==> config.mk <==
export PLATFORM = sky130hd
export DESIGN_NAME = nv_nvdla_noc_wr_bresp_gen
export DESIGN_NICKNAME = d
export VERILOG_FILES = /design/src/rtl/nv_nvdla_noc_pkg.sv /design/src/rtl/nv_nvdla_noc_sync_fifo.sv /design/src/rtl/nv_nvdla_noc_wr_bresp_gen.sv
export SDC_FILE = /design/constraint.sdc
export NUM_CORES = 1
export LEC_CHECK = 0
export BUFFER_PORTS_ARGS = -buffer_cell sky130_fd_sc_hd__buf_2
export CAP_MARGIN = 20
export CORE_MARGIN = 2
export CORE_UTILIZATION = 43
export DETAILED_ROUTE_END_ITERATION = 8
export SETUP_SLACK_MARGIN = 0.3
export SYNTH_ARGS = -nofsm -noshare
export SYNTH_HDL_FRONTEND = slang
export SYNTH_SLANG_ARGS = --single-unit
==> constraint.sdc <==
create_clock -name nvdla_core_clk -period 3.3 [get_ports nvdla_core_clk]
set_input_delay 0.33 -clock nvdla_core_clk [delete_from_list [all_inputs] [get_ports nvdla_core_clk]]
set_output_delay 0.33 -clock nvdla_core_clk [all_outputs]
set_load 0.01 [all_outputs]
==> src/rtl/nv_nvdla_noc_pkg.sv <==
// Shared definitions for the NVDLA NoC write-response model.
package nv_nvdla_noc_pkg;

  localparam int unsigned NOC_ID_W  = 8;
  localparam int unsigned NOC_LEN_W = 2;

  // B responses are always OKAY, so bresp is not carried on a port.
  localparam logic [1:0] AXI_RESP_OKAY = 2'b00;

  // One tracked AW burst at the default widths.
  typedef struct packed {
    logic [NOC_ID_W-1:0]  id;
    logic [NOC_LEN_W-1:0] len;
  } aw_entry_t;

endpackage

==> src/rtl/nv_nvdla_noc_sync_fifo.sv <==
// Synchronous FIFO with wrap-bit pointers and registered full/empty flags.
module nv_nvdla_noc_sync_fifo #(
  parameter int unsigned WIDTH = 8,
  parameter int unsigned DEPTH = 4
) (
  input  logic             clk,
  input  logic             rst,
  input  logic             push,
  input  logic [WIDTH-1:0] wdata,
  input  logic             pop,
  output logic [WIDTH-1:0] rdata,
  output logic             full,
  output logic             empty
);

  localparam int unsigned PTR_W = $clog2(DEPTH);

  logic [WIDTH-1:0] mem_q [DEPTH];
  logic [PTR_W:0]   wptr_q, wptr_d;
  logic [PTR_W:0]   rptr_q, rptr_d;
  logic             full_q, full_d;
  logic             empty_q, empty_d;
  logic             push_ok, pop_ok;

  // Overflowing pushes and underflowing pops are dropped.
  assign push_ok = push & ~full_q;
  assign pop_ok  = pop & ~empty_q;

  // Next pointers and flags; the top bit marks a lap so full and empty are distinct.
  always_comb begin
    wptr_d  = wptr_q + {{PTR_W{1'b0}}, push_ok};
    rptr_d  = rptr_q + {{PTR_W{1'b0}}, pop_ok};
    empty_d = (wptr_d == rptr_d);
    full_d  = (wptr_d[PTR_W] != rptr_d[PTR_W]) &&
              (wptr_d[PTR_W-1:0] == rptr_d[PTR_W-1:0]);
  end

  // Pointer and flag state.
  always_ff @(posedge clk) begin
    if (rst) begin
      wptr_q  <= '0;
      rptr_q  <= '0;
      full_q  <= 1'b0;
      empty_q <= 1'b1;
    end else begin
      wptr_q  <= wptr_d;
      rptr_q  <= rptr_d;
      full_q  <= full_d;
      empty_q <= empty_d;
    end
  end

  // Storage needs no reset; the flags guard every read.
  always_ff @(posedge clk) begin
    if (push_ok) begin
      mem_q[wptr_q[PTR_W-1:0]] <= wdata;
    end
  end

  assign rdata = mem_q[rptr_q[PTR_W-1:0]];
  assign full  = full_q;
  assign empty = empty_q;

endmodule

==> src/rtl/nv_nvdla_noc_wr_bresp_gen.sv <==
// Responder-side AXI write-response generator: tracks AW bursts, counts W beats
// against awlen and returns one in-order B response per completed burst.
module nv_nvdla_noc_wr_bresp_gen
  import nv_nvdla_noc_pkg::*;
#(
  parameter int unsigned AW_DEPTH = 4,
  parameter int unsigned B_DEPTH  = 4,
  parameter int unsigned ID_W     = NOC_ID_W,
  parameter int unsigned LEN_W    = NOC_LEN_W
) (
  input  logic             nvdla_core_clk,
  input  logic             nvdla_core_rst,
  input  logic             mcif2noc_axi_aw_awvalid,
  output logic             mcif2noc_axi_aw_awready,
  input  logic [ID_W-1:0]  mcif2noc_axi_aw_awid,
  input  logic [LEN_W-1:0] mcif2noc_axi_aw_awlen,
  input  logic             mcif2noc_axi_w_wvalid,
  output logic             mcif2noc_axi_w_wready,
  input  logic             mcif2noc_axi_w_wlast,
  output logic             noc2mcif_axi_b_bvalid,
  input  logic             noc2mcif_axi_b_bready,
  output logic [ID_W-1:0]  noc2mcif_axi_b_bid,
  output logic             wr_err_wlast,
  output logic [3:0]       wr_outstanding
);

  logic                    aw_full, aw_empty;
  logic                    b_full, b_empty;
  logic [ID_W+LEN_W-1:0]   aw_wdata, aw_head;
  logic [ID_W-1:0]         head_id;
  logic [LEN_W-1:0]        head_len;
  logic [LEN_W-1:0]        beat_cnt_q, beat_cnt_d;
  logic [3:0]              outst_q, outst_d;
  logic                    err_q, err_d;
  logic                    beat_is_last;
  logic                    aw_hs, w_hs, last_hs, b_hs;

  assign aw_wdata = {mcif2noc_axi_aw_awid, mcif2noc_axi_aw_awlen};
  assign head_id  = aw_head[ID_W+LEN_W-1:LEN_W];
  assign head_len = aw_head[LEN_W-1:0];

  assign beat_is_last = (beat_cnt_q == head_len);

  // Handshakes; ready/valid are forced low while reset is held.
  always_comb begin
    mcif2noc_axi_aw_awready = ~nvdla_core_rst & ~aw_full;
    // A full B FIFO stalls only the closing beat; no bypass even if bready is high.
    mcif2noc_axi_w_wready   = ~nvdla_core_rst & ~aw_empty & ~(b_full & beat_is_last);
    noc2mcif_axi_b_bvalid   = ~nvdla_core_rst & ~b_empty;
    aw_hs   = mcif2noc_axi_aw_awvalid & mcif2noc_axi_aw_awready;
    w_hs    = mcif2noc_axi_w_wvalid & mcif2noc_axi_w_wready;
    last_hs = w_hs & beat_is_last;
    b_hs    = noc2mcif_axi_b_bvalid & noc2mcif_axi_b_bready;
  end

  nv_nvdla_noc_sync_fifo #(
    .WIDTH (ID_W + LEN_W),
    .DEPTH (AW_DEPTH)
  ) u_aw_fifo (
    .clk   (nvdla_core_clk),
    .rst   (nvdla_core_rst),
    .push  (aw_hs),
    .wdata (aw_wdata),
    .pop   (last_hs),
    .rdata (aw_head),
    .full  (aw_full),
    .empty (aw_empty)
  );

  nv_nvdla_noc_sync_fifo #(
    .WIDTH (ID_W),
    .DEPTH (B_DEPTH)
  ) u_b_fifo (
    .clk   (nvdla_core_clk),
    .rst   (nvdla_core_rst),
    .push  (last_hs),
    .wdata (head_id),
    .pop   (b_hs),
    .rdata (noc2mcif_axi_b_bid),
    .full  (b_full),
    .empty (b_empty)
  );

  // Next-state for beat counter, outstanding count and sticky wlast error.
  always_comb begin
    beat_cnt_d = beat_cnt_q;
    if (w_hs) begin
      beat_cnt_d = beat_is_last ? '0 : beat_cnt_q + LEN_W'(1);
    end
    outst_d = outst_q;
    if (aw_hs && !b_hs) begin
      outst_d = outst_q + 4'd1;
    end else if (b_hs && !aw_hs) begin
      outst_d = outst_q - 4'd1;
    end
    // Length comes from awlen; wlast is only checked.
    err_d = err_q | (w_hs & (mcif2noc_axi_w_wlast != beat_is_last));
  end

  // Top-level state registers.
  always_ff @(posedge nvdla_core_clk) begin
    if (nvdla_core_rst) begin
      beat_cnt_q <= '0;
      outst_q    <= '0;
      err_q      <= 1'b0;
    end else begin
      beat_cnt_q <= beat_cnt_d;
      outst_q    <= outst_d;
      err_q      <= err_d;
    end
  end

  assign wr_err_wlast   = err_q;
  assign wr_outstanding = outst_q;

endmodule

==> flow_summary.ini <==
[hold_path]
hold_depth = 1
holdPathEnd = u_aw_fifo.mem_q[1][8]$_DFFE_PP_
min-delay-path-class = in -> reg
hold_path.startpoint = mcif2noc_axi_aw_awid[6]

[setup_path]
rr_startpoint = u_aw_fifo.rptr_q[1]$_SDFF_PP0_
worst-r2r-setup-slack_ns = 0.76
cp-start-kind = register
arrival_ns = 2.24
reg2reg_depth = 10
critPathRequiredTime_ns = 2.97
rr_endpoint = u_aw_fifo.full$_SDFF_PP0_
worst-path-max-fanout = 9
crit_type = reg -> out
critPathCaptureType = output port

[route]
drtIter0Drc = 73
drc = 0
wire_per_inst_um = 15.5
vias_per_cell = 4.97
drtAntennaViolNets = 0
totalWireLength_um = 5920
vias = 1900
dr.pass1.iters = 4

[placed_design]
io_buffers = 31
hpwl_um = 3990
place_congestion = 0.744

[logic_synthesis]
yosysWarnings = 0
synth.cell_area_mm2 = 0.00379
yosys-top-cells-area = edfxtp_1 (57%), dfxtp_1 (12%), mux4_2 (9.5%), ha_1 (3.6%), xnor2_1 (3.2%)
yosysTopAreaCell = edfxtp_1
seq_area_frac_synth_pct = 69.2
synthFlopType = edfxtp_1
synth.distinct_cells = 37
yosysMostFrequentCell = edfxtp_1
syn_nets = 255
avgSynthCellArea_um2 = 16.7
synthArstFlopShare_pct = 0
ys_ff_latch = 95
synth_top_area_share_pct = 57.0
syn_inst = 227
synth_edf_count = 72
synthTopCellsByCount = edfxtp_1 (72), dfxtp_1 (23), mux4_2 (16), nor2_1 (16), xnor2_1 (14)

[pwr]
p_sw_uw = 494
swShare_pct = 23.1
p_seq_share_pct = 61.6
power.internal_uw = 1650
p_comb_share_pct = 6.0
clock_power_share_pct = 32.4
power_leakage_uw = 0.00151
power_density_mw_per_mm2 = 501
ir_drop_v = 0.000242

[clocking]
postCtsSetupBuffers = 0
clk_latency_ns = 0.36
cts_root_buf = clkbuf_8
clock_sinks = 95
hold_buffers = 0
htree_levels = 3
cts_buffers = 9
cts_max_path_buffers = 2
cts_resized = 0
tritoncts = yes
clk_pin_slew_ns = 0.09

[timing]
skew_ns = 0.0143
worst_pin_slew_ns = 0.615
fmax_mhz = 389
whs_ns = 0.192
slew_violations = 0
layout_min_cycle_time_ns = 2.57
hold_viol = 0
rsz0062_at_grt = false
relSlewSlack_pct = 59.0
setup_viol = 0
tns_ns = 0
post-route-period-util_pct = 78.0

[grt]
antenna_found_initial = 0
grt_pass1_vias = 1899
grt_use_total_pct = 13.2
grt_start_max_net_pins = 24
gr-total-overflow = 0
grt_pass1_wl_um = 9610

[floorplan]
ios = 32
start_util_pct = 43.9
fp.dieW_um = 97.9
dieArea_mm2 = 0.00958
core_region_area_mm2 = 0.00864
rows = 34
die_h_um = 97.9

[run]
drv_cap = 0

[cells_and_area]
drive_gt1_share_pct = 26.6
diodes = 0
syn_to_final_growth_pct = 12.9
fin_nets = 297

[status]
outcome = complete, no violations
## power groups by stage
stage               Combinational [uW]  Sequential [uW]  Clock, uW
global route                       146             1320        769
CTS                                132             1320        722
finish                             129             1320        694
global placement                   129             1350          0
floorplan                         85.4             1350          0
detailed placement                 131             1350          0
## worst max path at each step
| stage | from | end | slack, ns | cells after the start |
|---|---|---|---|---|
| global placement | u_aw_fifo.rptr_q[1]$_SDFF_PP0_ | u_b_fifo.empty$_SDFF_PP1_ | 0.72 | 11 |
| global route | u_aw_fifo.rptr_q[1]$_SDFF_PP0_ | u_aw_fifo.full$_SDFF_PP0_ | 0.51 | 10 |
| CTS | u_aw_fifo.rptr_q[1]$_SDFF_PP0_ | mcif2noc_axi_w_wready | 0.67 | 6 |
| floorplan | u_aw_fifo.rptr_q[1]$_SDFF_PP0_ | u_b_fifo.mem_q[1][0]$_DFFE_PP_ | 0.70 | 6 |
| finish | u_aw_fifo.rptr_q[1]$_SDFF_PP0_ | mcif2noc_axi_w_wready | 0.73 | 6 |
| detailed placement | u_aw_fifo.rptr_q[1]$_SDFF_PP0_ | u_aw_fifo.full$_SDFF_PP0_ | 0.72 | 10 |
## registers in the layout (all words and copies together) (netlist names)
| signal | flops |
|---|---|
| u_aw_fifo.full | 1 |
| u_b_fifo.wptr_q | 3 |
| wr_outstanding | 4 |
| u_aw_fifo.empty | 1 |
| u_b_fifo.rptr_q | 3 |
| beat_cnt_q | 2 |
| u_b_fifo.mem_q | 32 |
| u_aw_fifo.rptr_q | 3 |
| u_b_fifo.empty | 1 |
| wr_err_wlast | 1 |
| u_b_fifo.full | 1 |
| u_aw_fifo.wptr_q | 3 |
| u_aw_fifo.mem_q | 40 |
## worst max-delay path, cell delays in order, from the launching register on
cell and delay [ns]:
dfxtp_1 0.63, mux2i_1 0.29, xor2_1 0.19, or3b_1 0.38, nand2_1 0.14, a211oi_1 0.10, buf_2 0.16
## cell usage in the layout, fill, tap and decap left out, types with 2 or more instances in the layout
| master | synthesis | layout |
|---|---|---|
| and3_1 | 2 | 2 |
| or3_1 | 2 | 2 |
| ha_1 | 11 | 11 |
| edfxtp_1 | 72 | 72 |
| mux4_2 | 16 | 16 |
| clkbuf_8 | 0 | 9 |
| o2111ai_1 | 2 | 2 |
| nor2_1 | 16 | 16 |
| mux2i_1 | 5 | 5 |
| buf_4 | 0 | 8 |
| clkinvlp_4 | 0 | 3 |
| nor2b_1 | 8 | 8 |
| nor3_1 | 3 | 3 |
| nand2_1 | 6 | 6 |
| nand3_1 | 9 | 9 |
| dfxtp_1 | 23 | 23 |
| nor4b_1 | 2 | 2 |
| xnor2_1 | 14 | 14 |
| nor4_1 | 2 | 2 |
| inv_6 | 0 | 2 |
| xor2_1 | 3 | 3 |
| a21oi_1 | 4 | 4 |
| buf_2 | 1 | 31 |
| inv_1 | 5 | 5 |
## per-stage QoR
step / cells / area (um^2) / power (uW) / setup slack [ns] / utilization (%)
after floorplan: 227 / 3790 / 1430 / 0.696 / -
after global placement: 366 / 4100 / 1480 / 0.723 / 47.5
after detailed placement: 366 / 4100 / 1480 / 0.721 / 47.5
after CTS: 382 / 4280 / 2170 / 0.672 / 49.6
after global routing: 382 / 4280 / 2240 / 0.505 / 49.6
final: 382 / 4280 / 2140 / 0.728 / 49.6
## cell families after synthesis
family	count (synthesis)	share of synthesized area, %
AOI/OAI and AO/OA	11	2.01
xor gates and xnor gates	17	3.93
adders and majority gates	12	4.16
buffers and inverters	14	1.62
DFF	95	69.2
muxes	21	10.8
and+or+nand+nor	57	8.28
## per-layer routing
layer,vias up,part of all wire (%),track usage (%)
met1,916,47,17.7
met4,0,1.0,6.73
met3,5,2.4,2.43
li1,950,-,-
met2,29,49,20.9
met5,-,0,0
## area by class of cell
class | count | area (um^2)
clock buffer | 10 | 128
clock inverter | 6 | 51.3
fill | 744 | 4350
inverter | 6 | 22.5
multi-input combinational | 118 | 1110
sequential | 95 | 2620
tap | 108 | 135
timing repair buffer | 39 | 215
No activity file was read; power rests on OpenSTA's default activity.
